--- src/rtl/lcd_write_if.sv ---
// Controller-side command handshake plus LCD pin bundle for the byte write engine.
// The master modport is the LCD main controller / bench; the slave modport is the engine.
interface lcd_write_if;
  logic       lcd_enable;
  logic [1:0] lcd_cnt;
  logic       mode;
  logic       reg_sel;
  logic [7:0] data_in;
  logic [1:0] data_idx;
  logic       lcd_finish;
  logic       busy;
  logic       lcd_e;
  logic       lcd_rs;
  logic       lcd_rw;
  logic [7:0] lcd_db;

  modport master (
    output lcd_enable, lcd_cnt, mode, reg_sel, data_in,
    input  data_idx, lcd_finish, busy, lcd_e, lcd_rs, lcd_rw, lcd_db
  );

  modport slave (
    input  lcd_enable, lcd_cnt, mode, reg_sel, data_in,
    output data_idx, lcd_finish, busy, lcd_e, lcd_rs, lcd_rw, lcd_db
  );
endinterface

--- src/rtl/lcd_write_engine.sv ---
// HD44780 byte write sequencer: per byte drives setup, E pulse, hold and the
// command-execution wait, then pulses lcd_finish once the whole command is done.
module lcd_write_engine #(
  parameter int T_SU        = 2,
  parameter int T_PW        = 12,
  parameter int T_HOLD      = 2,
  parameter int T_WAIT_INIT = 82000,
  parameter int T_WAIT_REF  = 2000,
  parameter int CNT_W       = 17
) (
  input  logic        clk,
  input  logic        rst_n,
  lcd_write_if.slave  bus
);

  typedef enum logic [2:0] {
    S_IDLE, S_SETUP, S_PULSE, S_HOLD, S_WAIT, S_DONE
  } state_t;

  localparam logic [CNT_W-1:0] SU_LD   = CNT_W'(T_SU - 1);
  localparam logic [CNT_W-1:0] PW_LD   = CNT_W'(T_PW - 1);
  localparam logic [CNT_W-1:0] HOLD_LD = CNT_W'(T_HOLD - 1);
  localparam logic [CNT_W-1:0] INIT_LD = CNT_W'(T_WAIT_INIT - 1);
  localparam logic [CNT_W-1:0] REF_LD  = CNT_W'(T_WAIT_REF - 1);
  localparam logic [CNT_W-1:0] CNT_ONE = CNT_W'(1);
  localparam logic [CNT_W-1:0] CNT_Z   = '0;

  state_t           state_q, state_d;
  logic [CNT_W-1:0] cnt_q, cnt_d;
  logic [1:0]       last_q, last_d;
  logic             mode_q, mode_d;
  logic             last_byte_q, last_byte_d;
  logic [1:0]       idx_q, idx_d;
  logic             e_q, e_d;
  logic             rs_q, rs_d;
  logic [7:0]       db_q, db_d;
  logic             finish_q, finish_d;
  logic             busy_q, busy_d;

  always_comb begin
    state_d     = state_q;
    cnt_d       = cnt_q;
    last_d      = last_q;
    mode_d      = mode_q;
    last_byte_d = last_byte_q;
    idx_d       = idx_q;
    e_d         = e_q;
    rs_d        = rs_q;
    db_d        = db_q;
    finish_d    = 1'b0;
    busy_d      = busy_q;

    case (state_q)
      S_IDLE: begin
        if (bus.lcd_enable) begin
          last_d  = bus.lcd_cnt;
          mode_d  = bus.mode;
          rs_d    = bus.reg_sel;
          db_d    = bus.data_in;
          cnt_d   = SU_LD;
          busy_d  = 1'b1;
          state_d = S_SETUP;
        end
      end
      S_SETUP: begin
        if (cnt_q == CNT_Z) begin
          e_d     = 1'b1;
          cnt_d   = PW_LD;
          state_d = S_PULSE;
        end else begin
          cnt_d = cnt_q - CNT_ONE;
        end
      end
      S_PULSE: begin
        if (cnt_q == CNT_Z) begin
          e_d     = 1'b0;
          cnt_d   = HOLD_LD;
          state_d = S_HOLD;
        end else begin
          cnt_d = cnt_q - CNT_ONE;
        end
      end
      S_HOLD: begin
        if (cnt_q == CNT_Z) begin
          // Advance the index early so upstream has the whole wait to settle data_in.
          last_byte_d = (idx_q == last_q);
          if (idx_q != last_q) idx_d = idx_q + 2'd1;
          cnt_d   = mode_q ? REF_LD : INIT_LD;
          state_d = S_WAIT;
        end else begin
          cnt_d = cnt_q - CNT_ONE;
        end
      end
      S_WAIT: begin
        if (cnt_q == CNT_Z) begin
          if (last_byte_q) begin
            finish_d = 1'b1;
            state_d  = S_DONE;
          end else begin
            db_d    = bus.data_in;
            cnt_d   = SU_LD;
            state_d = S_SETUP;
          end
        end else begin
          cnt_d = cnt_q - CNT_ONE;
        end
      end
      S_DONE: begin
        idx_d   = 2'd0;
        busy_d  = 1'b0;
        state_d = S_IDLE;
      end
      default: state_d = S_IDLE;
    endcase
  end

  always_ff @(posedge clk or negedge rst_n) begin
    if (!rst_n) begin
      state_q     <= S_IDLE;
      cnt_q       <= '0;
      last_q      <= 2'd0;
      mode_q      <= 1'b0;
      last_byte_q <= 1'b0;
      idx_q       <= 2'd0;
      e_q         <= 1'b0;
      rs_q        <= 1'b0;
      db_q        <= 8'd0;
      finish_q    <= 1'b0;
      busy_q      <= 1'b0;
    end else begin
      state_q     <= state_d;
      cnt_q       <= cnt_d;
      last_q      <= last_d;
      mode_q      <= mode_d;
      last_byte_q <= last_byte_d;
      idx_q       <= idx_d;
      e_q         <= e_d;
      rs_q        <= rs_d;
      db_q        <= db_d;
      finish_q    <= finish_d;
      busy_q      <= busy_d;
    end
  end

  assign bus.data_idx   = idx_q;
  assign bus.lcd_finish = finish_q;
  assign bus.busy       = busy_q;
  assign bus.lcd_e      = e_q;
  assign bus.lcd_rs     = rs_q;
  assign bus.lcd_rw     = 1'b0;
  assign bus.lcd_db     = db_q;

endmodule

--- src/flat_wrapper.sv ---
// flat-port wrapper written by rule: the top's interface ports become plain ports
module lcd_write_engine_flat 
#(
  parameter int T_SU        = 2,
  parameter int T_PW        = 12,
  parameter int T_HOLD      = 2,
  parameter int T_WAIT_INIT = 82000,
  parameter int T_WAIT_REF  = 2000,
  parameter int CNT_W       = 17
)
  (clk, rst_n, bus_lcd_enable, bus_lcd_cnt, bus_mode, bus_reg_sel, bus_data_in, bus_data_idx, bus_lcd_finish, bus_busy, bus_lcd_e, bus_lcd_rs, bus_lcd_rw, bus_lcd_db);
  lcd_write_if bus_i ();
  input  logic clk;
  input  logic rst_n;
  input wire logic [$bits(bus_i.lcd_enable)-1:0] bus_lcd_enable;
  input wire logic [$bits(bus_i.lcd_cnt)-1:0] bus_lcd_cnt;
  input wire logic [$bits(bus_i.mode)-1:0] bus_mode;
  input wire logic [$bits(bus_i.reg_sel)-1:0] bus_reg_sel;
  input wire logic [$bits(bus_i.data_in)-1:0] bus_data_in;
  output wire logic [$bits(bus_i.data_idx)-1:0] bus_data_idx;
  output wire logic [$bits(bus_i.lcd_finish)-1:0] bus_lcd_finish;
  output wire logic [$bits(bus_i.busy)-1:0] bus_busy;
  output wire logic [$bits(bus_i.lcd_e)-1:0] bus_lcd_e;
  output wire logic [$bits(bus_i.lcd_rs)-1:0] bus_lcd_rs;
  output wire logic [$bits(bus_i.lcd_rw)-1:0] bus_lcd_rw;
  output wire logic [$bits(bus_i.lcd_db)-1:0] bus_lcd_db;
  assign bus_i.lcd_enable = bus_lcd_enable;
  assign bus_i.lcd_cnt = bus_lcd_cnt;
  assign bus_i.mode = bus_mode;
  assign bus_i.reg_sel = bus_reg_sel;
  assign bus_i.data_in = bus_data_in;
  assign bus_data_idx = bus_i.data_idx;
  assign bus_lcd_finish = bus_i.lcd_finish;
  assign bus_busy = bus_i.busy;
  assign bus_lcd_e = bus_i.lcd_e;
  assign bus_lcd_rs = bus_i.lcd_rs;
  assign bus_lcd_rw = bus_i.lcd_rw;
  assign bus_lcd_db = bus_i.lcd_db;
  lcd_write_engine #(.T_SU(T_SU), .T_PW(T_PW), .T_HOLD(T_HOLD), .T_WAIT_INIT(T_WAIT_INIT), .T_WAIT_REF(T_WAIT_REF), .CNT_W(CNT_W)) u_core (.clk(clk), .rst_n(rst_n), .bus(bus_i));
endmodule
--- config.mk ---
export PLATFORM = sky130hd
export DESIGN_NAME = lcd_write_engine_flat
export DESIGN_NICKNAME = d
export VERILOG_FILES = /design/src/rtl/lcd_write_if.sv /design/src/rtl/lcd_write_engine.sv /design/src/flat_wrapper.sv
export SDC_FILE = /design/constraint.sdc
export NUM_CORES = 1
export LEC_CHECK = 0
export BUFFER_PORTS_ARGS = -buffer_cell sky130_fd_sc_hd__buf_2
export CORE_MARGIN = 4
export CORE_UTILIZATION = 50
export DETAILED_ROUTE_END_ITERATION = 8
export GPL_TIMING_DRIVEN = 0
export PLACE_DENSITY = 0.71
export SLEW_MARGIN = 20
export SYNTH_ARGS = -nofsm -noshare
export SYNTH_HDL_FRONTEND = slang
export SYNTH_SLANG_ARGS = --single-unit
--- constraint.sdc ---
create_clock -name clk -period 2.4 [get_ports clk]
set_input_delay 0.24 -clock clk [delete_from_list [all_inputs] [get_ports clk]]
set_output_delay 0.24 -clock clk [all_outputs]
set_load 0.01 [all_outputs]
==> metrics, run 1 <==
antenna fix cells 0; design area 2660 sq um; Clk Latency, worst-skew pair a little under 0.3 ns; clock share of power between 40% and 50%; initial core utilization between 50 and 60%; asr flop ratio synth between 90% and 100%; commonest non-fill, non-tap cell in the layout dfrtp_1; final total power ~0.0012 W; fillers around 350; grt ovf 0; average cell area after synthesis 9.58 sq um; post-placement cell count 310; Die Span Y around 75 um; Nets between 200 and 300; area delta synth->final 19.4%; CTS Buf Count 5; wire per inst about 15 um; critical path endpoint category flop; initial antenna violation count 0; net switching power of the design between 0.0002 and 0.0003 W; CP Class reg -> reg; FMAX between 400 and 500 MHz; Cell Area, Placed approximately 2400 sq um; CTS clock-pin slew for the worst setup and hold paths 0.07 ns; die footprint 5580 sq um; Yosys warning count 0; switch share approximately 21%; arrival time of the worst setup path between 2 and 3 ns; cell breakdown of the critical path or4_1 > buf_2 > nor4_4 > nand2_2 > o21bai_4 > buf_12 > mux2_4; sequential area share after synthesis 42.8%; largest net degree at the start of global routing 39; top_reg_cell synth dfrtp_1; total leakage power 1.21 nW; first-pass GRT wire length between 8000 and 9000 um; R2R cell count 7; DR DRC count 0; TritonCTS clock tree built; RSZ-0062 raised after global routing no; final wirelength roughly 5000 um; sequential fraction of design power about 53%; GRT Overall Usage 20.4%; CP max FO 8; slew at the pin closest to its max-slew limit 0.825 ns; Post-synth EDFFs 0; worst hold margin about 0.039 ns; routed via count between 1,500 and 2,000; Worst path slowest cell or4_1; clock sinks 38; Root Buffer Master clkbuf_8; core area roughly 4100 sq um; Finished Layout Cells 327; H-Tree Depth 2; Die X 74.7 um; vias in the first global route about 1,800; pwr/cell area about 470 nW/um^2; maxcap violations 0; final period utilization 98.1%; min-delay worst type in -> async; CTS max path bufs 2; Mapped Nets between 200 and 250; share of layout cells above drive strength 1 30.0%; commonest non-fill, non-tap cells in the layout dfrtp_1 (36), buf_2 (29), nand2_1 (26); # rows 23; outcome finished, final reports clean; IO Pins 30; peak per-stage delay on the critical path about 0.52 ns; Rel. slew slack about 45%; Worst Skew 0.00379 ns; DRT iter0 DRCs approximately 110; CP Launch Type flop; DR vias/cell slightly below 6; FF+latch count, synth 38; min Tclk post-route around 2.4 ns; final setup violation count 0; GPL Wtd Cong 0.855; drt first pass iters 4; synthesized cell area 2220 sq um; antenna-violating nets left 0; Max VDD drop approximately 350 uV; setup tns final 0 ns; Power Internal just under 0.001 W; Combinational Power Share about 4.6%; Yosys cell types 59; CP required ~2.6 ns; Mapped Cells about 230; post-DP HPWL between 3000 and 4000 um; Port-buffer cells 28; max-slew violations 0; final hold violation count 0
[cell usage after synthesis (2+ instances only)]
cell / number / area (sq um)
o21ai_1: 9 / 45.0
a21o_1: 2 / 15.0
or4_1: 3 / 22.5
nor2b_1: 3 / 18.8
a31oi_1: 2 / 12.5
buf_4: 2 / 15.0
o41ai_1: 2 / 17.5
o31ai_1: 3 / 22.5
ha_1: 2 / 25.0
nor3_1: 9 / 45.0
clkbuf_1: 6 / 22.5
or3_1: 2 / 12.5
a21oi_1: 9 / 45.0
nand4_1: 3 / 18.8
a221o_1: 2 / 20.0
nor2_1: 23 / 86.3
nor4_4: 2 / 42.5
nand2b_1: 2 / 12.5
o21ai_0: 11 / 55.1
xnor2_1: 4 / 35.0
a211oi_1: 2 / 15.0
nor4_1: 3 / 18.8
dfrtp_1: 38 / 951
nand2_1: 27 / 101
and2_1: 2 / 12.5
a22o_1: 2 / 17.5
nand3_1: 8 / 40.0
inv_1: 6 / 22.5
mux2_2: 3 / 33.8
mux2i_1: 3 / 30.0
a32oi_1: 2 / 17.5
mux2_4: 8 / 120
[area by class of cell]
class | count | area [sq um] | share of cell area (%)
inverter | 6 | 22.5 | 0.848
tap | 50 | 62.6 | 2.36
clock buffer | 7 | 76.3 | 2.87
clock inverter | 1 | 30.0 | 1.13
buffer | 9 | 55.1 | 2.07
timing repair buffer | 38 | 228 | 8.58
sequential | 38 | 953 | 35.9
multi-input combinational | 178 | 1230 | 46.2
[power groups by stage]
| stage | combinational (W) | sequential, W | clock, W |
|---|---|---|---|
| floorplan | 0.0000204 | 0.000673 | 0 |
| global placement | 0.0000569 | 0.000670 | 0 |
| detailed placement | 0.0000584 | 0.000670 | 0 |
| CTS | 0.0000582 | 0.000658 | 0.000550 |
| global route | 0.0000641 | 0.000660 | 0.000583 |
| finish | 0.0000568 | 0.000658 | 0.000531 |
[per-layer routing]
metal  routed length, um  GRT usage, %  up-vias  part of all wire, %
li1                    -             -      936                    -
met1                2290          27.6      891                   46
met2                2320          30.7       57                   47
met3                 299          5.21       10                  6.0
met4                  83          9.49        0                  1.7
met5                   0             0        -                    0
[worst max-delay path, delay by kind of cell (launching register included)]
family | cells | cell delay [ns]
flops | 1 | 0.45
mux | 1 | 0.30
compound gates | 1 | 0.17
simple gates | 3 | 0.98
buf+inv | 2 | 0.35
[cell families (layout without fill, tap and decap cells)]
| kind of cell | count (synthesis) | count (layout) | synth area share, % |
|---|---|---|---|
| flops | 38 | 38 | 42.8 |
| xor+xnor | 5 | 5 | 1.97 |
| mux | 14 | 14 | 8.27 |
| compound gates | 57 | 57 | 17.6 |
| fa+ha+maj | 2 | 2 | 1.13 |
| other cells | 1 | 1 | 0.169 |
| buf+inv | 16 | 61 | 3.43 |
| simple gates | 99 | 99 | 24.7 |
[registers in the layout (all words and copies together), names as in the netlist]
register	count
u_core.mode_q	1
u_core.state_q	3
u_core.bus.lcd_rs	1
u_core.bus.lcd_db	8
u_core.last_byte_q	1
u_core.bus.lcd_e	1
u_core.bus.busy	1
u_core.bus.data_idx	2
u_core.last_q	2
u_core.cnt_q	17
u_core.bus.lcd_finish	1
[final timing paths]
kind	startpoint	end	slack [ns]
max in group asynchronous	rst_n	u_core.cnt_q[11]	1.80
max	u_core.cnt_q[6]	u_core.bus.lcd_db[5]	0.05
min	rst_n	u_core.cnt_q[4]	0.04
min reg2reg	u_core.bus.lcd_e	u_core.bus.lcd_e	0.49
min in group clk	bus_lcd_cnt[1]	u_core.last_q[1]	0.16
max reg2reg	u_core.cnt_q[6]	u_core.bus.lcd_db[5]	0.05
[repair_timing]
item | CTS | global route
hold buffers | 0 | 0
hold endpoints to repair | 0 | 0
pin swaps | 2 | 5
setup buffers | 5 | 5
resized for setup | 2 | 12
setup endpoints to repair | 20 | 24
[stage by stage]
| step | setup WS (ns) | utilization [%] |
|---|---|---|
| floorplan | 0.163 | - |
| global placement | -0.180 | 58.5 |
| detailed placement | -0.115 | 58.5 |
| CTS | 0.00452 | 62.6 |
| global route | 0.00515 | 64.1 |
| finish | 0.0467 | 64.1 |
(Power assumes the default switching activity.)
==> run 2, diff against run 1 <==
--- a/config.mk
+++ b/config.mk
@@ -9,6 +9,7 @@
 export CORE_MARGIN = 4
 export CORE_UTILIZATION = 50
 export DETAILED_ROUTE_END_ITERATION = 8
+export GPL_ROUTABILITY_DRIVEN = 0
 export GPL_TIMING_DRIVEN = 0
 export PLACE_DENSITY = 0.71
 export SLEW_MARGIN = 20
==> constraint.sdc (replaced) <==
create_clock -name clk -period 3 [get_ports clk]
set_input_delay 0.3 -clock clk [delete_from_list [all_inputs] [get_ports clk]]
set_output_delay 0.3 -clock clk [all_outputs]
set_load 0.01 [all_outputs]
==> metrics, run 2 (synthesis gave the netlist of run 1 again) <==
die footprint 5580 sq um (unchanged); CTS Buf Count 5 (unchanged); Die X 74.7 um (unchanged); setup tns final 0 ns (unchanged); min Tclk post-route 2.54 ns (was 2.35 ns); final setup margin 0.460 ns (was 0.0467 ns); commonest non-fill, non-tap cells in the layout dfrtp_1 (38), buf_2 (29), nand2_1 (27) (was dfrtp_1 (36), buf_2 (29), nand2_1 (26)); min-delay worst type in -> async (unchanged); worst hold margin 0.0957 ns (was 0.0390 ns); Nets 284 (was 293); clock sinks 38 (unchanged); total leakage power 1.14 nW (was 1.21 nW); CTS max path bufs 2 (unchanged); core area 4140 sq um (unchanged); Critical R2R Launch u_core.cnt_q[11] (was u_core.cnt_q[6]); final period utilization 84.7% (was 98.1%); Util after Layout 61.1% (was 64.1%); antenna fix cells 0 (unchanged); vias in the first global route 1,758 (was 1,798); initial core utilization 53.7% (unchanged); wire per inst 15.2 um (was 15.3 um); fillers 369 (was 354); pwr/cell area 394 nW/um^2 (was 469 nW/um^2); final setup violation count 0 (unchanged); CP Class reg -> reg (unchanged); r2r setup slk 0.46 ns (was 0.05 ns); post-DP HPWL 3500 um (unchanged); Post-CTS Setup Repair Bufs 0 (was 5); outcome finished, final reports clean (unchanged); DRT iter0 DRCs 102 (was 113); TritonCTS clock tree built (unchanged); DR DRC count 0 (unchanged); Die Span Y 74.7 um (unchanged); Biggest register u_core.cnt_q (unchanged); dpl ws 0.485 ns (was -0.115 ns); maxcap violations 0 (unchanged); slew at the pin closest to its max-slew limit 0.820 ns (was 0.825 ns); area delta synth->final 13.9% (was 19.4%); hold buffers post-CTS 0 (unchanged); IO Pins 30 (unchanged); Rel. slew slack 45.3% (was 45.0%); Worst Skew 0.00508 ns (was 0.00379 ns); Clk Latency, worst-skew pair 0.29 ns (about the same); post-cts sizing count 0 (was 2); Port-buffer cells 28 (unchanged); final wirelength 4830 um (was 4990 um); H-Tree Depth 2 (unchanged); antenna-violating nets left 0 (unchanged); Root Buffer Master clkbuf_8 (unchanged); initial antenna violation count 0 (unchanged); DR vias/cell 5.76 (was 5.79); critical path endpoint category flop (unchanged); Finished Layout Cells 318 (was 327); CP Launch Type flop (unchanged); arrival time of the worst setup path 2.72 ns (was 2.53 ns); GRT Overall Usage 19.8% (was 20.4%); CP max FO 10 (was 8); largest net degree at the start of global routing 39 (unchanged); CP required 3.18 ns (was 2.58 ns); RSZ-0062 raised after global routing no (unchanged); drt first pass iters 4 (unchanged); FMAX 394 MHz (was 425 MHz); grt ovf 0 (unchanged); Max VDD drop 282 uV (was 351 uV); routed via count 1,832 (was 1,894); crit path launch u_core.cnt_q[11] (was u_core.cnt_q[6]); share of layout cells above drive strength 1 23.9% (was 30.0%); max reg flops 17 (unchanged); CTS clock-pin slew for the worst setup and hold paths 0.07 ns (about the same); commonest non-fill, non-tap cell in the layout dfrtp_1 (unchanged); final hold violation count 0 (unchanged); post-placement cell count 310 (unchanged); max-slew violations 0 (unchanged); # rows 23 (unchanged); first-pass GRT wire length 8270 um (was 8540 um); R2R cell count 6 (was 7)
-- run 2: cell type report --
cell class | count | area [sq um] | area share, %
Tap cell | 50 | 62.6 | 2.47
Clock buffer | 7 | 76.3 | 3.01
Clock inverter | 1 | 30.0 | 1.19
Buffer | 10 | 53.8 | 2.12
Multi-Input combinational cell | 178 | 1200 | 47.2
Sequential cell | 38 | 951 | 37.5
Inverter | 6 | 22.5 | 0.889
Timing Repair Buffer | 28 | 140 | 5.53
-- run 2: through the flow --
step           power [W]  area [sq um]
3_3_place_gp    0.000582          2430
2_1_floorplan   0.000555          2220
6_report        0.000998          2530
4_1_cts          0.00101          2530
5_1_grt          0.00104          2530
3_5_place_dp    0.000583          2430
-- run 2: power breakdown --
group	switching [W]	internal, W
clock	0.000177	0.000249
combinational	0.0000226	0.0000226
sequential	0.00000621	0.000520
total	0.000206	0.000792
-- run 2: critical path, stage by stage, from the launching register on --
cell,delay [ns]
dfrtp_1,0.45
nor4_1,0.66
nand4_1,0.49
o21ai_0,0.25
nand2_1,0.19
a21o_1,0.22
a22o_1,0.18
-- run 2: worst paths after layout --
| check | to |
|---|---|
| setup / recovery | u_core.cnt_q[8] |
| hold / removal | u_core.cnt_q[4] |
| setup reg to reg | u_core.cnt_q[8] |
| hold reg to reg | u_core.bus.lcd_e |
| max in group asynchronous | u_core.cnt_q[16] |
| min in group clk | u_core.last_q[1] |
-- run 2: per-layer routing --
layer	vias to the layer above	part of all wire, %	track usage [%]
met5	-	0	0
met4	0	1.6	9.29
met3	8	6.1	5.07
met2	61	46	29.1
met1	851	46	27.6
li1	912	-	-
==> run 3, diff against run 2 <==
--- a/config.mk
+++ b/config.mk
@@ -11,7 +11,7 @@
 export DETAILED_ROUTE_END_ITERATION = 8
 export GPL_ROUTABILITY_DRIVEN = 0
 export GPL_TIMING_DRIVEN = 0
-export PLACE_DENSITY = 0.71
+export PLACE_DENSITY = 0.74
 export SLEW_MARGIN = 20
 export SYNTH_ARGS = -nofsm -noshare
 export SYNTH_HDL_FRONTEND = slang
==> constraint.sdc (replaced) <==
create_clock -name clk -period 2.14 [get_ports clk]
set_input_delay 0.214 -clock clk [delete_from_list [all_inputs] [get_ports clk]]
set_output_delay 0.214 -clock clk [all_outputs]
set_load 0.01 [all_outputs]
==> metrics, run 3 (synthesis gave the netlist of run 1 again) <==
outcome finished with violations (was finished, final reports clean); violated checks setup timing; DR vias/cell 6.02 (was 5.76); final setup violation count 30 (was 0); routed via count 2,060 (was 1,832); vias in the first global route 1,864 (was 1,758); arrival time of the worst setup path 2.50 ns (was 2.72 ns); Die Span Y 74.7 um (unchanged); Root Buffer Master clkbuf_8 (unchanged); initial core utilization 53.7% (unchanged); IO Pins 30 (unchanged); GRT Overall Usage 20.7% (was 19.8%); CP Class reg -> reg (unchanged); Max VDD drop 381 uV (was 282 uV); wire per inst 16.7 um (was 15.2 um); Biggest register u_core.cnt_q (unchanged); Clk Latency, worst-skew pair 0.29 ns (about the same); Rel. slew slack 39.6% (was 45.3%); final total power 0.00127 W (was 0.000998 W); H-Tree Depth 2 (unchanged); slew at the pin closest to its max-slew limit 0.899 ns (was 0.820 ns); CTS clock-pin slew for the worst setup and hold paths 0.07 ns (about the same); Power Internal 0.000980 W (was 0.000792 W); pwr/cell area 447 nW/um^2 (was 394 nW/um^2); design area 2850 sq um (was 2530 sq um); max reg flops 17 (unchanged); Cell Area, Placed 2430 sq um (unchanged); core area 4140 sq um (unchanged); Die X 74.7 um (unchanged); min Tclk post-route 2.33 ns (was 2.54 ns); min-delay worst type in -> async (unchanged); CP required 2.32 ns (was 3.18 ns); Combinational Power Share 5.2% (was 4.5%); maxcap violations 0 (unchanged); total leakage power 1.29 nW (was 1.14 nW); net switching power of the design 0.000293 W (was 0.000206 W); CP max FO 8 (was 10); clock share of power 36.8% (was 42.7%); # rows 23 (unchanged); largest net degree at the start of global routing 39 (unchanged); antenna-violating nets left 0 (unchanged); antenna fix cells 0 (unchanged); CTS max path bufs 2 (unchanged); TritonCTS clock tree built (unchanged); setup tns final -3.44 ns (was 0 ns); fillers 321 (was 369); share of layout cells above drive strength 1 40.4% (was 23.9%); sequential fraction of design power 58.0% (was 52.8%); initial antenna violation count 0 (unchanged); drt first pass iters 5 (was 4); critical path endpoint category flop (unchanged); Nets 309 (was 284); die footprint 5580 sq um (unchanged); area delta synth->final 28.1% (was 13.9%); final hold violation count 0 (unchanged); commonest non-fill, non-tap cell in the layout dfrtp_1 (unchanged); final setup margin -0.187 ns (was 0.460 ns); max-slew violations 0 (unchanged); Port-buffer cells 28 (unchanged); clock sinks 38 (unchanged); Worst Skew 0.00562 ns (was 0.00508 ns); commonest non-fill, non-tap cells in the layout dfrtp_1 (34), buf_2 (28), nand2_1 (25) (was dfrtp_1 (38), buf_2 (29), nand2_1 (27)); switch share 23.0% (was 20.6%); CP Launch Type flop (unchanged); grt ovf 0 (unchanged); RSZ-0062 raised after global routing yes (was no); first-pass GRT wire length 8790 um (was 8270 um); FMAX 430 MHz (was 394 MHz); CTS Buf Count 5 (unchanged); DRT iter0 DRCs 201 (was 102); final wirelength 5730 um (was 4830 um); DR DRC count 0 (unchanged); post-DP HPWL 3540 um (was 3500 um); final period utilization 109% (was 84.7%)
-- run 3: cell count changes in the layout (fill, tap and decap cells not counted), sizes merged --
| cell | previous run | this run |
|---|---|---|
| bufinv | 1 | 0 |
| buf | 32 | 58 |
| clkinv | 0 | 2 |
| clkbuf | 13 | 10 |
-- run 3: worst paths after layout --
kind / slack [ns] / cells after the start / from / end
worst max-delay path: -0.19 / 7 / u_core.cnt_q[4] / u_core.bus.lcd_db[7]
worst min-delay path: 0.02 / 1 / rst_n / u_core.cnt_q[4]
worst max register to register: -0.19 / 7 / u_core.cnt_q[4] / u_core.bus.lcd_db[7]
worst min register to register: 0.49 / 2 / u_core.bus.lcd_e / u_core.bus.lcd_e
max in group asynchronous: 1.53 / 1 / rst_n / u_core.cnt_q[13]
min in group clk: 0.13 / 3 / bus_lcd_cnt[1] / u_core.last_q[1]
-- run 3: critical path, cell delays in order (launching register included) --
cell      delay (ns)
dfrtp_2         0.46
or4_1           0.51
buf_4           0.20
nor4_4          0.32
nand2_2         0.11
o21bai_4        0.15
buf_12          0.15
mux2_4          0.30
-- run 3: per-layer routing --
| metal | up-vias | share of wire (%) | GRT usage (%) |
|---|---|---|---|
| li1 | 967 | - | - |
| met1 | 1002 | 45 | 27.7 |
| met2 | 77 | 48 | 32.8 |
| met3 | 14 | 5.4 | 4.81 |
| met4 | 0 | 1.9 | 8.30 |
| met5 | - | 0 | 0 |
-- run 3: per-stage QoR --
step           instances  hold slack, ns  setup WS, ns  util (%)
2_1_floorplan        232         -0.0816       -0.0767         -
3_3_place_gp         310           0.367        -0.386      58.5
3_5_place_dp         310           0.368        -0.369      58.5
4_1_cts              332          0.0516        -0.170      64.9
5_1_grt              342          0.0994        -0.263      68.7
6_report             342          0.0221        -0.187      68.7
-- run 3: final cells by class --
cell class / count / area, sq um / area share, %
Buffer: 9 / 57.6 / 2.02
Clock buffer: 5 / 68.8 / 2.42
Clock inverter: 2 / 10.0 / 0.351
Inverter: 6 / 22.5 / 0.791
Multi-Input combinational cell: 178 / 1300 / 45.6
Sequential cell: 38 / 956 / 33.6
Tap cell: 50 / 62.6 / 2.20
Timing Repair Buffer: 54 / 372 / 13.0
-- run 3: timing repair --
action,CTS,global route
pin swaps,9,17
cloned,0,1
buffers inserted,16,9
resized for setup,13,26
hold buffers,0,0
setup endpoints to repair,28,31
hold endpoints to repair,0,0
-- run 3: power groups by stage --
stage / sequential (W) / combinational, W / clock [W]
after floorplan: 0.000755 / 0.0000229 / 0
after global placement: 0.000751 / 0.0000646 / 0
after detailed placement: 0.000752 / 0.0000658 / 0
after CTS: 0.000739 / 0.0000663 / 0.000477
after global routing: 0.000740 / 0.0000736 / 0.000515
final: 0.000739 / 0.0000657 / 0.000468
